**config.mk**
```make
export PLATFORM = sky130hd
export DESIGN_NAME = muldiv_exec_unit
export DESIGN_NICKNAME = d
export VERILOG_FILES = /design/src/rtl/muldiv_exec_unit_pkg.sv /design/src/rtl/muldiv_exec_unit.sv
export SDC_FILE = /design/constraint.sdc
export NUM_CORES = 1
export LEC_CHECK = 0
export ABC_AREA = 1
export CAP_MARGIN = 20
export CELL_PAD_IN_SITES_DETAIL_PLACEMENT = 0
export CELL_PAD_IN_SITES_GLOBAL_PLACEMENT = 1
export CORE_MARGIN = 2
export CORE_UTILIZATION = 40
export CTS_CLUSTER_DIAMETER = 40
export DETAILED_ROUTE_END_ITERATION = 8
export DONT_BUFFER_PORTS = 1
export PLACE_DENSITY = 0.83
export SYNTH_ARGS = -nofsm -noshare
export SYNTH_HDL_FRONTEND = slang
export SYNTH_SLANG_ARGS = --single-unit
```
**constraint.sdc**
```tcl
create_clock -name clk -period 7.55 [get_ports clk]
set_input_delay 0.755 -clock clk [delete_from_list [all_inputs] [get_ports clk]]
set_output_delay 0.755 -clock clk [all_outputs]
set_load 0.005 [all_outputs]
```
**src/rtl/muldiv_exec_unit_pkg.sv**
```systemverilog
// Shared encodings for the multiply/divide execute stage; the decode stage reuses them.
package muldiv_exec_unit_pkg;

  localparam logic [2:0] OP_MUL    = 3'd0;
  localparam logic [2:0] OP_MULH   = 3'd1;
  localparam logic [2:0] OP_MULHSU = 3'd2;
  localparam logic [2:0] OP_MULHU  = 3'd3;
  localparam logic [2:0] OP_DIV    = 3'd4;
  localparam logic [2:0] OP_DIVU   = 3'd5;
  localparam logic [2:0] OP_REM    = 3'd6;
  localparam logic [2:0] OP_REMU   = 3'd7;

  typedef enum logic [1:0] {
    IDLE = 2'd0,
    CALC = 2'd1,
    DONE = 2'd2
  } state_t;

endpackage

```
**src/rtl/muldiv_exec_unit.sv**
```systemverilog
// RV32M multi-cycle multiply/divide: shift-add multiply and restoring divide on magnitudes,
// fixed latency, result presented to the register file write port for one cycle.
module muldiv_exec_unit
  import muldiv_exec_unit_pkg::*;
#(
  parameter int dataWidth = 32,
  parameter int addWidth  = 5
) (
  input  logic                 clk,
  input  logic                 reset,
  input  logic                 start,
  input  logic [2:0]           op,
  input  logic [dataWidth-1:0] opA,
  input  logic [dataWidth-1:0] opB,
  input  logic [addWidth-1:0]  rdIn,
  output logic                 busy,
  output logic                 done,
  output logic [dataWidth-1:0] result,
  output logic [addWidth-1:0]  rdOut,
  output logic                 wrEn
);

  localparam int W  = dataWidth;
  localparam int CW = $clog2(dataWidth);
  localparam logic [W-1:0] MIN_NEG = {1'b1, {(W-1){1'b0}}};

  state_t          state_reg, state_next;
  logic [CW-1:0]   count_reg;
  logic [2:0]      op_reg;
  logic [addWidth-1:0] rd_reg;
  logic [W-1:0]    m_reg, hi_reg, lo_reg, result_reg, special_val_reg;
  logic            neg_reg, special_reg;

  // Operand decode at accept time
  logic            a_signed, b_signed, sa, sb, div_zero, div_ovf;
  logic [W-1:0]    a_mag, b_mag, special_val;

  always_comb begin
    a_signed = 1'b0;
    b_signed = 1'b0;
    case (op)
      OP_MULH, OP_DIV, OP_REM: begin
        a_signed = 1'b1;
        b_signed = 1'b1;
      end
      OP_MULHSU: a_signed = 1'b1;
      default: ;
    endcase
    sa       = a_signed & opA[W-1];
    sb       = b_signed & opB[W-1];
    a_mag    = sa ? -opA : opA;
    b_mag    = sb ? -opB : opB;
    div_zero = op[2] && (opB == '0);
    div_ovf  = (op == OP_DIV || op == OP_REM) && (opA == MIN_NEG) && (opB == '1);
    special_val = '0;
    if (div_zero)
      special_val = op[1] ? opA : '1;
    else if (div_ovf)
      special_val = op[1] ? '0 : MIN_NEG;
  end

  // Single adder/subtractor: multiply accumulate (hi + m) or divide trial ({hi,next bit} - m)
  logic          is_div, add_sub;
  logic [W:0]    add_x, add_y;
  logic [W+1:0]  add_sum;

  assign is_div  = op_reg[2];
  assign add_sub = is_div;
  assign add_x   = is_div ? {hi_reg, lo_reg[W-1]} : {1'b0, hi_reg};
  assign add_y   = {1'b0, m_reg};
  assign add_sum = {1'b0, add_x} + {1'b0, (add_sub ? ~add_y : add_y)} + (W+2)'(add_sub);

  logic [W-1:0]   hi_n, lo_n, quot, rem, mul_res, final_val;
  logic [2*W-1:0] prod, prod_s;

  always_comb begin
    if (is_div) begin
      // carry out of the subtract means the trial did not borrow
      if (add_sum[W+1]) begin
        hi_n = add_sum[W-1:0];
        lo_n = {lo_reg[W-2:0], 1'b1};
      end else begin
        hi_n = {hi_reg[W-2:0], lo_reg[W-1]};
        lo_n = {lo_reg[W-2:0], 1'b0};
      end
    end else begin
      if (lo_reg[0])
        {hi_n, lo_n} = {add_sum[W:0], lo_reg[W-1:1]};
      else
        {hi_n, lo_n} = {1'b0, hi_reg, lo_reg[W-1:1]};
    end
    prod      = {hi_n, lo_n};
    prod_s    = neg_reg ? -prod : prod;
    mul_res   = (op_reg == OP_MUL) ? prod_s[W-1:0] : prod_s[2*W-1:W];
    quot      = neg_reg ? -lo_n : lo_n;
    rem       = neg_reg ? -hi_n : hi_n;
    final_val = special_reg ? special_val_reg :
                (!is_div ? mul_res : (op_reg[1] ? rem : quot));
  end

  always_comb begin
    state_next = state_reg;
    case (state_reg)
      IDLE:    if (start) state_next = CALC;
      CALC:    if (count_reg == CW'(W-1)) state_next = DONE;
      DONE:    state_next = IDLE;
      default: state_next = IDLE;
    endcase
  end

  always_ff @(posedge clk) begin
    if (reset) begin
      state_reg       <= IDLE;
      count_reg       <= '0;
      op_reg          <= '0;
      rd_reg          <= '0;
      m_reg           <= '0;
      hi_reg          <= '0;
      lo_reg          <= '0;
      result_reg      <= '0;
      special_val_reg <= '0;
      neg_reg         <= 1'b0;
      special_reg     <= 1'b0;
    end else begin
      state_reg <= state_next;
      case (state_reg)
        IDLE: if (start) begin
          op_reg          <= op;
          rd_reg          <= rdIn;
          count_reg       <= '0;
          hi_reg          <= '0;
          // multiply: lo holds multiplier, m multiplicand; divide: lo dividend, m divisor
          lo_reg          <= op[2] ? a_mag : b_mag;
          m_reg           <= op[2] ? b_mag : a_mag;
          neg_reg         <= (op[2] & op[1]) ? sa : (sa ^ sb);
          special_reg     <= div_zero | div_ovf;
          special_val_reg <= special_val;
        end
        CALC: begin
          hi_reg    <= hi_n;
          lo_reg    <= lo_n;
          count_reg <= count_reg + CW'(1);
          if (count_reg == CW'(W-1))
            result_reg <= final_val;
        end
        default: ;
      endcase
    end
  end

  assign busy   = (state_reg != IDLE);
  assign done   = (state_reg == DONE);
  assign wrEn   = done;
  assign result = result_reg;
  assign rdOut  = rd_reg;

endmodule

```
==> impl_metrics.sql <==
INSERT INTO impl_metrics (metric_group, metric, value, unit) VALUES
('floorplan', 'rows', '76', ''),
('synth', 'yosysSeqAreaShare', '20.4', '%'),
('floorplan', 'boundary_pins', '115', ''),
('timing', 'fin_skew', '0.0142', 'ns'),
('timing', 'timing.final.setup_violations', '0', ''),
('placement', 'gp_congestion', '0.985', ''),
('min_path', 'hold_path.class', 'input port to register', ''),
('placement', 'dp_cells', '3517', ''),
('critical_path', 'slowest_cell_on_the_critical_path', 'sky130_fd_sc_hd__dfxtp_4', ''),
('cells_and_area', 'final_design_instance_area_without_fill', '0.0183', 'sq mm'),
('timing', 'timing.setup.tns', '0', 'ns'),
('critical_path', 'worst_path_largest_cell_delay', '0.88', 'ns'),
('cells_and_area', 'drive_gt1_share', '5.97', '%'),
('synth', 'netlist.top_cell.by_area', 'sky130_fd_sc_hd__dfxtp_1', ''),
('clock_network', 'worst_skew_pair.late_latency', '0.47', 'ns'),
('placement', 'port_buffers', '0', ''),
('cells_and_area', 'finish.cell_count_without_fillers', '3551', ''),
('routing', 'routedWlPerCell', '20.1', 'um'),
('timing', 'timing_max_transition_violations_final', '0', ''),
('min_path', 'hold_start', 'reset', ''),
('critical_path', 'critical_path_start_type', 'register', ''),
('synth', 'netlist_area', '0.0174', 'sq mm'),
('timing', 'post-route-period-util', '76.3', '%'),
('clock_network', 'clock-sinks', '177', ''),
('critical_path', 'path_class', 'register to register', ''),
('clock_network', 'resized_gates_after_cts', '0', ''),
('clock_network', 'number_of_hold_repair_buffers_added_at_the_cts_stage', '0', ''),
('run', 'max_cap_viol_count', '0', ''),
('synth', 'synth_top_cell_area_share', '20.4', '%'),
('critical_path', 'critical_path_arrival', '6.10', 'ns'),
('cells_and_area', 'layout.filler_cells', '4814', ''),
('routing', 'ant_nets', '0', ''),
('cells_and_area', 'num-nets-final', '3066', ''),
('clock_network', 'cts_buf_count', '17', ''),
('cells_and_area', 'final-seq-area', '0.00355', 'sq mm'),
('routing', 'detail_route.first_pass.iterations', '6', ''),
('global_routing', 'grt_start_max_net_pins', '120', ''),
('global_routing', 'first_pass_grt_wire_length', '108000', 'um'),
('synth', 'distinct_cells_synth', '56', ''),
('critical_path', 'rr_endpoint', 'result[28]$_SDFFE_PP0P_', ''),
('pwr', 'max_vdd_drop', '0.000154', 'V'),
('routing', 'drc', '0', ''),
('timing', 'grt_setup_unrepaired', 'no', ''),
('pwr', 'leakage', '8.68', 'nW'),
('timing', 'timing.fmax', '0.174', 'GHz'),
('critical_path', 'worstSetupEndpointType', 'register', ''),
('floorplan', 'floorplan.die.height', '212', 'um'),
('timing', 'tightest_pin_transition', '1.13', 'ns'),
('timing', 'report.final.hold_viol_count', '0', ''),
('critical_path', 'timing.critical_path.fanout_max', '73', ''),
('critical_path', 'reg2reg_slack', '1.79', 'ns'),
('floorplan', 'core_region_area', '0.0430', 'sq mm'),
('placement', 'placed_area', '0.0177', 'sq mm'),
('critical_path', 'worst_r2r_path_depth', '33', ''),
('synth', 'yosys.cell_count.top_type', 'sky130_fd_sc_hd__nand2_1', ''),
('routing', 'routed-via-count', '19500', ''),
('synth', 'synthFlopType', 'sky130_fd_sc_hd__dfxtp_1', ''),
('timing', 'slew-limit-headroom', '24.6', '%'),
('critical_path', 'critical_path.top_delay_family', 'simple AND/OR/NAND/NOR gates', ''),
('global_routing', 'grt_util_all_layers', '31.7', '%'),
('pwr', 'fin_total_pwr', '3.24', 'mW'),
('critical_path', 'cell_seen_most_often_among_critical_path_stages', 'sky130_fd_sc_hd__nand2_1', ''),
('critical_path', 'worst-path-buf-inv', '4', ''),
('routing', 'viasPerCell', '5.50', ''),
('synth', 'async_flop_share', '0', '%'),
('clock_network', 'cts_max_path_buffers', '2', ''),
('timing', 'hold_slack', '0.387', 'ns'),
('run_status', 'status', 'complete, no violations', ''),
('synth', 'mappedNetlistNets', '3160', ''),
('synth', 'yosys_warnings', '0', ''),
('clock_network', 'tritoncts', 'done', '');
-- cells by family (layout without fill, tap and decap cells) --
family,count (synthesis),count (layout),share of synthesized area (%)
other,0,1,0
flip-flops,177,177,20.4
buffers and inverters,550,469,12.6
AO/OA/AOI/OAI,560,560,18.6
AND/OR/NAND/NOR,1581,1581,38.5
XOR/XNOR,139,139,7.01
adder cells (fa/ha/maj),39,39,2.85
-- area by class of cell --
cell class              instances  share of cell area (%)
flip-flops and latches        177                    19.4
multi-input cells            2319                    63.7
clock buffers                  21                    2.47
repair buffers                 23                   0.966
inverters                     414                    8.56
clock inverters                11                   0.836
diodes                          1                  0.0137
well taps                     585                    4.01
-- placed cells by master, fill, tap and decap left out, types with 34 or more instances in the layout --
cell type / instances
sky130_fd_sc_hd__a21oi_1: 201
sky130_fd_sc_hd__dfxtp_1: 175
sky130_fd_sc_hd__ha_1: 38
sky130_fd_sc_hd__inv_1: 395
sky130_fd_sc_hd__nand2_1: 930
sky130_fd_sc_hd__nand2_2: 36
sky130_fd_sc_hd__nand3_1: 182
sky130_fd_sc_hd__nand4_1: 36
sky130_fd_sc_hd__nor2_1: 292
sky130_fd_sc_hd__nor3_1: 34
sky130_fd_sc_hd__o211ai_1: 54
sky130_fd_sc_hd__o21ai_0: 177
sky130_fd_sc_hd__xor2_1: 112
-- routing by layer --
layer,up-vias,routed length [um],track usage (%)
met5,-,0,0
li1,9564,-,-
met4,0,2740,12.4
met2,787,31800,50.4
met1,9086,31200,43.1
met3,108,5740,4.67
-- stage by stage --
step | worst slack, ns | util (%)
2_1_floorplan | 2.03 | -
3_3_place_gp | 1.97 | 41.1
3_5_place_dp | 1.93 | 41.1
4_1_cts | 1.91 | 42.5
5_1_grt | 1.20 | 42.5
6_report | 1.79 | 42.5
-- report_power, final --
part	internal (mW)	total, mW	leakage (nW)	switching, mW
sequential	0.974	1.03	1.44	0.0567
combinational	0.371	1.26	6.95	0.893
clock	0.534	0.947	0.290	0.413
-- how the worst max path moves through the flow --
stage / from / to / slack [ns] / cells past startpoint
2_1_floorplan: op_reg[2]$_SDFFE_PP0P_ / result[16]$_SDFFE_PP0P_ / 2.03 / 38
3_3_place_gp: op_reg[2]$_SDFFE_PP0P_ / result[28]$_SDFFE_PP0P_ / 1.97 / 33
3_5_place_dp: op_reg[2]$_SDFFE_PP0P_ / result[28]$_SDFFE_PP0P_ / 1.93 / 33
4_1_cts: op_reg[2]$_SDFFE_PP0P_ / result[28]$_SDFFE_PP0P_ / 1.91 / 33
5_1_grt: op_reg[2]$_SDFFE_PP0P_ / result[28]$_SDFFE_PP0P_ / 1.20 / 28
6_report: op_reg[2]$_SDFFE_PP0P_ / result[28]$_SDFFE_PP0P_ / 1.79 / 33
No activity file was read; power rests on OpenSTA's default activity.
